===== src/rtl/pcie_consts.sv =====
// Shared PCIe TX constants, descriptor layout and metadata bundle types.
// Types: pkt_meta_with_queues_t (input), pcie_dsc_t, dsc_dma_req_t (output).
package pcie_consts;

  localparam int DEF_NB_QUEUES  = 512;
  localparam int DSC_QID_W      = $clog2(DEF_NB_QUEUES);
  localparam int PKT_QID_W      = 12;
  localparam int DSC_SIZE_BYTES = 64;
  localparam int DSC_ADDR_SHIFT = $clog2(DSC_SIZE_BYTES);

  localparam logic [31:0] DSC_SIGNATURE = 32'hd5c0_0001;

  typedef struct packed {
    logic [31:0] head;
    logic [31:0] tail;
  } q_state_t;

  typedef struct packed {
    logic                 needs_dsc;
    logic [DSC_QID_W-1:0] dsc_queue_id;
    logic [PKT_QID_W-1:0] pkt_queue_id;
    logic [15:0]          size;
    logic [31:0]          kmem_high_addr;
    logic [31:0]          kmem_low_addr;
    q_state_t             dsc_q_state;
    q_state_t             pkt_q_state;
  } pkt_meta_with_queues_t;

  typedef struct packed {
    logic [383:0] rsvd;
    logic [31:0]  sig;
    logic [31:0]  size;
    logic [31:0]  qid;
    logic [31:0]  pkt_tail;
  } pcie_dsc_t;

  typedef struct packed {
    logic [63:0]  addr;
    logic [511:0] data;
  } dsc_dma_req_t;

endpackage


===== src/rtl/dsc_out_fifo.sv =====
// Valid/ready FIFO of dsc_dma_req_t, DEPTH entries (power of two, >= 2).
// Ports: clk, rst, push_valid_i/push_ready_o/push_data_i, pop_valid_o/pop_ready_i/pop_data_o.
module dsc_out_fifo
  import pcie_consts::*;
#(
  parameter int DEPTH = 2
) (
  input  logic         clk,
  input  logic         rst,
  input  logic         push_valid_i,
  output logic         push_ready_o,
  input  dsc_dma_req_t push_data_i,
  output logic         pop_valid_o,
  input  logic         pop_ready_i,
  output dsc_dma_req_t pop_data_o
);

  localparam int AW = $clog2(DEPTH);

  dsc_dma_req_t mem_q [DEPTH];
  logic [AW:0]  wr_ptr_q, wr_ptr_d;
  logic [AW:0]  rd_ptr_q, rd_ptr_d;
  logic         full, empty, push, pop;

  assign empty = (wr_ptr_q == rd_ptr_q);
  assign full  = (wr_ptr_q[AW] != rd_ptr_q[AW]) &&
                 (wr_ptr_q[AW-1:0] == rd_ptr_q[AW-1:0]);

  assign pop_valid_o  = !empty;
  // A full FIFO still takes a push when the head leaves this cycle.
  assign push_ready_o = !full || pop_ready_i;
  assign pop          = pop_valid_o && pop_ready_i;
  assign push         = push_valid_i && push_ready_o;
  assign pop_data_o   = mem_q[rd_ptr_q[AW-1:0]];

  assign wr_ptr_d = wr_ptr_q + (AW+1)'(push);
  assign rd_ptr_d = rd_ptr_q + (AW+1)'(pop);

  always_ff @(posedge clk) begin
    if (rst) begin
      wr_ptr_q <= '0;
      rd_ptr_q <= '0;
    end else begin
      wr_ptr_q <= wr_ptr_d;
      rd_ptr_q <= rd_ptr_d;
    end
  end

  always_ff @(posedge clk) begin
    if (push) mem_q[wr_ptr_q[AW-1:0]] <= push_data_i;
  end

endmodule


===== src/rtl/dsc_dma_writer.sv =====
// Builds 64-byte descriptors from queue-manager metadata and emits DMA writes.
// Ports: in_meta_*, out_dsc_*, rb_size, dsc_count, dsc_drop_count. Macro: DSC_ADDR_CHECK_EN.
module dsc_dma_writer
  import pcie_consts::*;
#(
  parameter int NB_QUEUES  = DEF_NB_QUEUES,
  parameter int FIFO_DEPTH = 2
) (
  input  logic                  clk,
  input  logic                  rst,
  input  pkt_meta_with_queues_t in_meta_data,
  input  logic                  in_meta_valid,
  output logic                  in_meta_ready,
  output logic [63:0]           out_dsc_addr,
  output logic [511:0]          out_dsc_data,
  output logic                  out_dsc_valid,
  input  logic                  out_dsc_ready,
  input  logic [25:0]           rb_size,
  output logic [31:0]           dsc_count,
  output logic [31:0]           dsc_drop_count
);

  dsc_dma_req_t s1_req_q, s1_req_d, fifo_out;
  logic         s1_valid_q, s1_valid_d;
  logic [31:0]  dsc_count_q, drop_count_q;
  logic         fifo_ready, s1_move, accept, load, drop, pop;
  logic [25:0]  slot;
  logic [63:0]  base;
  pcie_dsc_t    dsc;

  assign base = {in_meta_data.kmem_high_addr, in_meta_data.kmem_low_addr};

`ifdef DSC_ADDR_CHECK_EN
  assign drop = accept && in_meta_data.needs_dsc && (base == 64'd0);
`else
  assign drop = 1'b0;
`endif

  assign s1_move       = s1_valid_q && fifo_ready;
  assign in_meta_ready = !rst && (!s1_valid_q || s1_move);
  assign accept        = in_meta_valid && in_meta_ready;
  assign load          = accept && in_meta_data.needs_dsc && !drop;
  assign pop           = out_dsc_valid && out_dsc_ready;

  // Tail is the pre-increment slot; masking keeps it inside the ring.
  assign slot = in_meta_data.dsc_q_state.tail[25:0] & (rb_size - 26'd1);

  always_comb begin
    dsc          = '0;
    dsc.pkt_tail = in_meta_data.pkt_q_state.tail;
    dsc.qid      = 32'(in_meta_data.pkt_queue_id);
    dsc.size     = 32'(in_meta_data.size);
    dsc.sig      = DSC_SIGNATURE;
  end

  always_comb begin
    s1_valid_d = s1_valid_q && !s1_move;
    s1_req_d   = s1_req_q;
    if (load) begin
      s1_valid_d    = 1'b1;
      s1_req_d.addr = base + (64'(slot) << DSC_ADDR_SHIFT);
      s1_req_d.data = dsc;
    end
  end

  always_ff @(posedge clk) begin
    if (rst) begin
      s1_valid_q   <= 1'b0;
      dsc_count_q  <= '0;
      drop_count_q <= '0;
    end else begin
      s1_valid_q   <= s1_valid_d;
      dsc_count_q  <= dsc_count_q + 32'(pop);
      drop_count_q <= drop_count_q + 32'(drop);
    end
  end

  always_ff @(posedge clk) begin
    s1_req_q <= s1_req_d;
  end

  dsc_out_fifo #(
    .DEPTH(FIFO_DEPTH)
  ) u_fifo (
    .clk         (clk),
    .rst         (rst),
    .push_valid_i(s1_valid_q),
    .push_ready_o(fifo_ready),
    .push_data_i (s1_req_q),
    .pop_valid_o (out_dsc_valid),
    .pop_ready_i (out_dsc_ready),
    .pop_data_o  (fifo_out)
  );

  assign out_dsc_addr   = fifo_out.addr;
  assign out_dsc_data   = fifo_out.data;
  assign dsc_count      = dsc_count_q;
  assign dsc_drop_count = drop_count_q;

  logic [$clog2(NB_QUEUES)-1:0] unused_qid;
  logic                         unused_bits;
  assign unused_qid  = in_meta_data.dsc_queue_id;
  assign unused_bits = ^{in_meta_data.dsc_q_state.head,
                         in_meta_data.dsc_q_state.tail[31:26],
                         in_meta_data.pkt_q_state.head};

endmodule


===== config.mk =====
export PLATFORM = sky130hd
export DESIGN_NAME = dsc_dma_writer
export DESIGN_NICKNAME = d
export VERILOG_FILES = /design/src/rtl/pcie_consts.sv /design/src/rtl/dsc_out_fifo.sv /design/src/rtl/dsc_dma_writer.sv
export SDC_FILE = /design/constraint.sdc
export NUM_CORES = 1
export LEC_CHECK = 0
export CORE_AREA = 2 2 350 352
export CTS_BUF_LIST = sky130_fd_sc_hd__clkbuf_16
export DETAILED_ROUTE_END_ITERATION = 16
export DIE_AREA = 0 0 352 354
export PLACE_DENSITY_LB_ADDON = 0.2
export SYNTH_ARGS = -nofsm -noshare
export SYNTH_HDL_FRONTEND = slang
export SYNTH_SLANG_ARGS = --single-unit

===== constraint.sdc =====
create_clock -name clk -period 8 [get_ports clk]
set_input_delay 1.6 -clock clk [delete_from_list [all_inputs] [get_ports clk]]
set_output_delay 1.6 -clock clk [all_outputs]
set_load 0.05 [all_outputs]

==> results.md <==
* Status: completed
* Routed wirelength normalized by instance count at around 16 um
* RSZ-0062 raised after global routing: false
* Number of antenna violations at the first check in global routing at 23
* Max-Cap Viols at 0
* Most frequent cells in the layout: 484 x sky130_fd_sc_hd__conb_1, 372 x sky130_fd_sc_hd__edfxtp_1, 338 x sky130_fd_sc_hd__clkdlybuf4s50_1
* Post-CTS sizing at 0
* Startpoint Class: input port
* Tcrit/Tclk final at 0.778
* Chip Width at 352 um
* Largest fanout of any net on the critical path at 16
* Top cell type by total area after synthesis: sky130_fd_sc_hd__edfxtp_1
* Number of cells in the finished layout apart from fillers at approximately 3.6k
* Most frequent standard cell in the layout excluding fill and tap cells: sky130_fd_sc_hd__conb_1
* Vias in the first global route at 11.2k
* Depth of the CTS H-tree at 2
* Wire length of the first global-routing pass at ~82000 um
* Number of vias in the routed layout at about 12k
* Leakage dissipation at approximately 9.3 nW
* Root buffer selected by CTS: sky130_fd_sc_hd__clkbuf_16
* Global placement routability congestion at between 0.8 and 0.9
* Post-Route WL at roughly 59000 um
* Initial drt markers at 507
* Total number of yosys warnings at 0
* Ys flop type: sky130_fd_sc_hd__edfxtp_1
* Worst R2R Setup Slack at about 4600 ps
* FILL cells at between 10k and 15k
* Number of buffers on the longest clock path at 3
* Post-route DRC violation count at 0
* Fraction of the core area covered by cells at the end of the flow at 0.214
* I/O Pins at around 900
* Slowest cell on the critical path: sky130_fd_sc_hd__or4_1
* Number of detailed-route iterations in the first pass at 5
* Area of the core at roughly 120000 um^2
* Maximum resistive drop on vdd at approximately 0.14 mV
* Number of failing setup endpoints in the final timing report at 0
* Number of enable-type register cells in the synthesized netlist at between 300 and 400
* Pin count of the biggest net entering global routing at 126
* Crit path capture type: flip-flop
* Kind of critical path: input port to flip-flop
* Initial cell density of the core at 0.171
* DPL Wire Length at between 40000 and 50000 um
* Post-synthesis instance area at slightly above 20000 um^2
* Largest stage delay on the critical path at approximately 640 ps
* Data required time of the worst path at about 8300 ps
* Average vias per placed instance at 3.21
* Port Buffers at 338
* Cell type group with the largest total delay on the critical path: simple AND/OR/NAND/NOR gates
* Fraction of the yosys area taken by sequential cells at 0.576
* Worst-path clk slew at roughly 60 ps
* Share of synthesized registers carrying an async set or reset at 0
* Minimum period implied by the final worst setup slack at around 6200 ps
* Number of unique standard cell types used by synthesis at between 60 and 70
* Cell count after synthesis at between 1.5k and 2k
* Worst min-delay path category: flip-flop to flip-flop
* Top area cells in the synthesized netlist: sky130_fd_sc_hd__edfxtp_1 54%, sky130_fd_sc_hd__buf_4 18%, sky130_fd_sc_hd__mux2_2 6.8%
* Data arrival time of the critical path at roughly 6500 ps
* Count of clock tree sinks at about 410
* TritonCTS clock tree: done
* Tot GR Track Use at 0.0896
* Residual overflow from global routing at 0
* Area enclosed by the die boundary at approximately 120000 um^2
* Transition time of the tightest slew-check pin at ~920 ps
* Detail Route Antenna Nets at 0
* Layout cells sized above 1 at 0.115
* Crit-path cells: clkdlybuf4s50_1, or4_1, nor4_4, nand3b_1, and2b_1, nand2b_1, xnor2_1, and2_1, ha_1, nand2_1, o21ai_0, o2111ai_4, a2111oi_2, xor2_1
* Setup TNS Final at 0 ps
* Number of placement rows at around 130
* Area share of the leading cell type in the synthesized netlist at 0.540
* Total clock buffers created by CTS at 46
* Setup slack at placement at 1000 ps
* Total power of the final layout at about 6 mW
* Maximum clock skew at final layout at ~30 ps
* Net count of the finished layout at between 2k and 2.5k
* Highest achievable clock rate at 161 MHz
* Die span in y at around 350 um
* Hold violation total from the final report at 0
* Cts hold-fix bufs at 0
* Crit path setup slack, layout at approximately 1800 ps
* Mean post-synth cell area at roughly 13 um^2
* Number of placed instances with taps included at between 3k and 4k
* Number of buffer and inverter stages on the critical path at 1
* Headroom to the max-slew limit at 0.386
* Power per Cell Area at 228 nW/um^2
* Buffers inserted during post-CTS setup optimization at 0
* Post-synthesis sequential element count at 409
* Insertion delay of the later-clocked pin in the worst-skew pair at 590 ps
* Count of final max-slew check failures at 0
* Area grow syn2layout at 24.9%
-- sequential cells by signal, summed over array words and instances, names as in the netlist --
signal and count:
u_fifo.mem_q 248, s1_req_q 124, dsc_count 32, u_fifo.rd_ptr_q 2
u_fifo.wr_ptr_q 2, s1_valid_q 1
-- Yosys cell counts (all sizes together) (9+ instances only) --
cell,n
xnor2,47
mux2,124
inv,21
edfxtp,372
nor2,65
xor2,62
nor3,11
clkbuf,18
a211oi,9
dfxtp,37
a21o,13
buf,493
nor4,14
nand3,25
nand4,17
nand2,51
o21ai,17
a21oi,33
ha,32
and2,23
and3,17
-- where the power goes --
| group | total (mW) | switching, mW | internal [mW] |
|---|---|---|---|
| Combinational | 1.31 | 0.991 | 0.315 |
| Sequential | 2.44 | 0.0330 | 2.41 |
| Clock | 2.14 | 0.882 | 1.26 |
| Total | 5.89 | 1.91 | 3.98 |
-- stage by stage --
| step | hold WS, ps | area, um^2 |
|---|---|---|
| floorplan | 421 | 22500 |
| global placement | 422 | 24300 |
| detailed placement | 430 | 24300 |
| CTS | 417 | 25800 |
| global route | 444 | 25800 |
| finish | 427 | 25800 |
-- path summary, 6_finish.rpt --
check	startpoint	cells past startpoint	endpoint
worst max-delay path	rb_size[3]	14	s1_req_q[570]$_DFFE_PP_
worst min-delay path	s1_req_q[512]$_DFFE_PP_	0	u_fifo.mem_q[1][60]$_DFFE_PP_
worst max register to register	u_fifo.rd_ptr_q[0]$_SDFF_PP0_	11	dsc_count[28]$_SDFF_PP0_
worst min register to register	s1_req_q[512]$_DFFE_PP_	0	u_fifo.mem_q[1][60]$_DFFE_PP_
-- cells by family after synthesis --
| kind of cell | synth area share |
|---|---|
| buffers and inverters | 0.185 |
| and+or+nand+nor | 0.0631 |
| DFF | 0.576 |
| muxes | 0.0676 |
| AOI/OAI and AO/OA | 0.0410 |
| xor gates and xnor gates | 0.0462 |
| other | 0.000363 |
| adders and majority gates | 0.0203 |
-- cell type report --
type	count	area, um^2	area share
Timing Repair Buffer	345	3470	0.134
Clock buffer	47	1180	0.0455
Tap cell	1625	2030	0.0787
Multi-Input combinational cell	1116	6770	0.262
Antenna cell	9	22.5	0.000872
Inverter	21	78.8	0.00305
Clock inverter	37	355	0.0138
Sequential cell	409	11900	0.461
-- metal layers --
layer	wire, um	share of wire	global-route usage
met4	1190	0.020	0.0235
met1	24200	0.41	0.108
met3	6030	0.10	0.0385
met5	72	0.0012	0
met2	27800	0.47	0.146
Power figures use the tool's default switching activity.
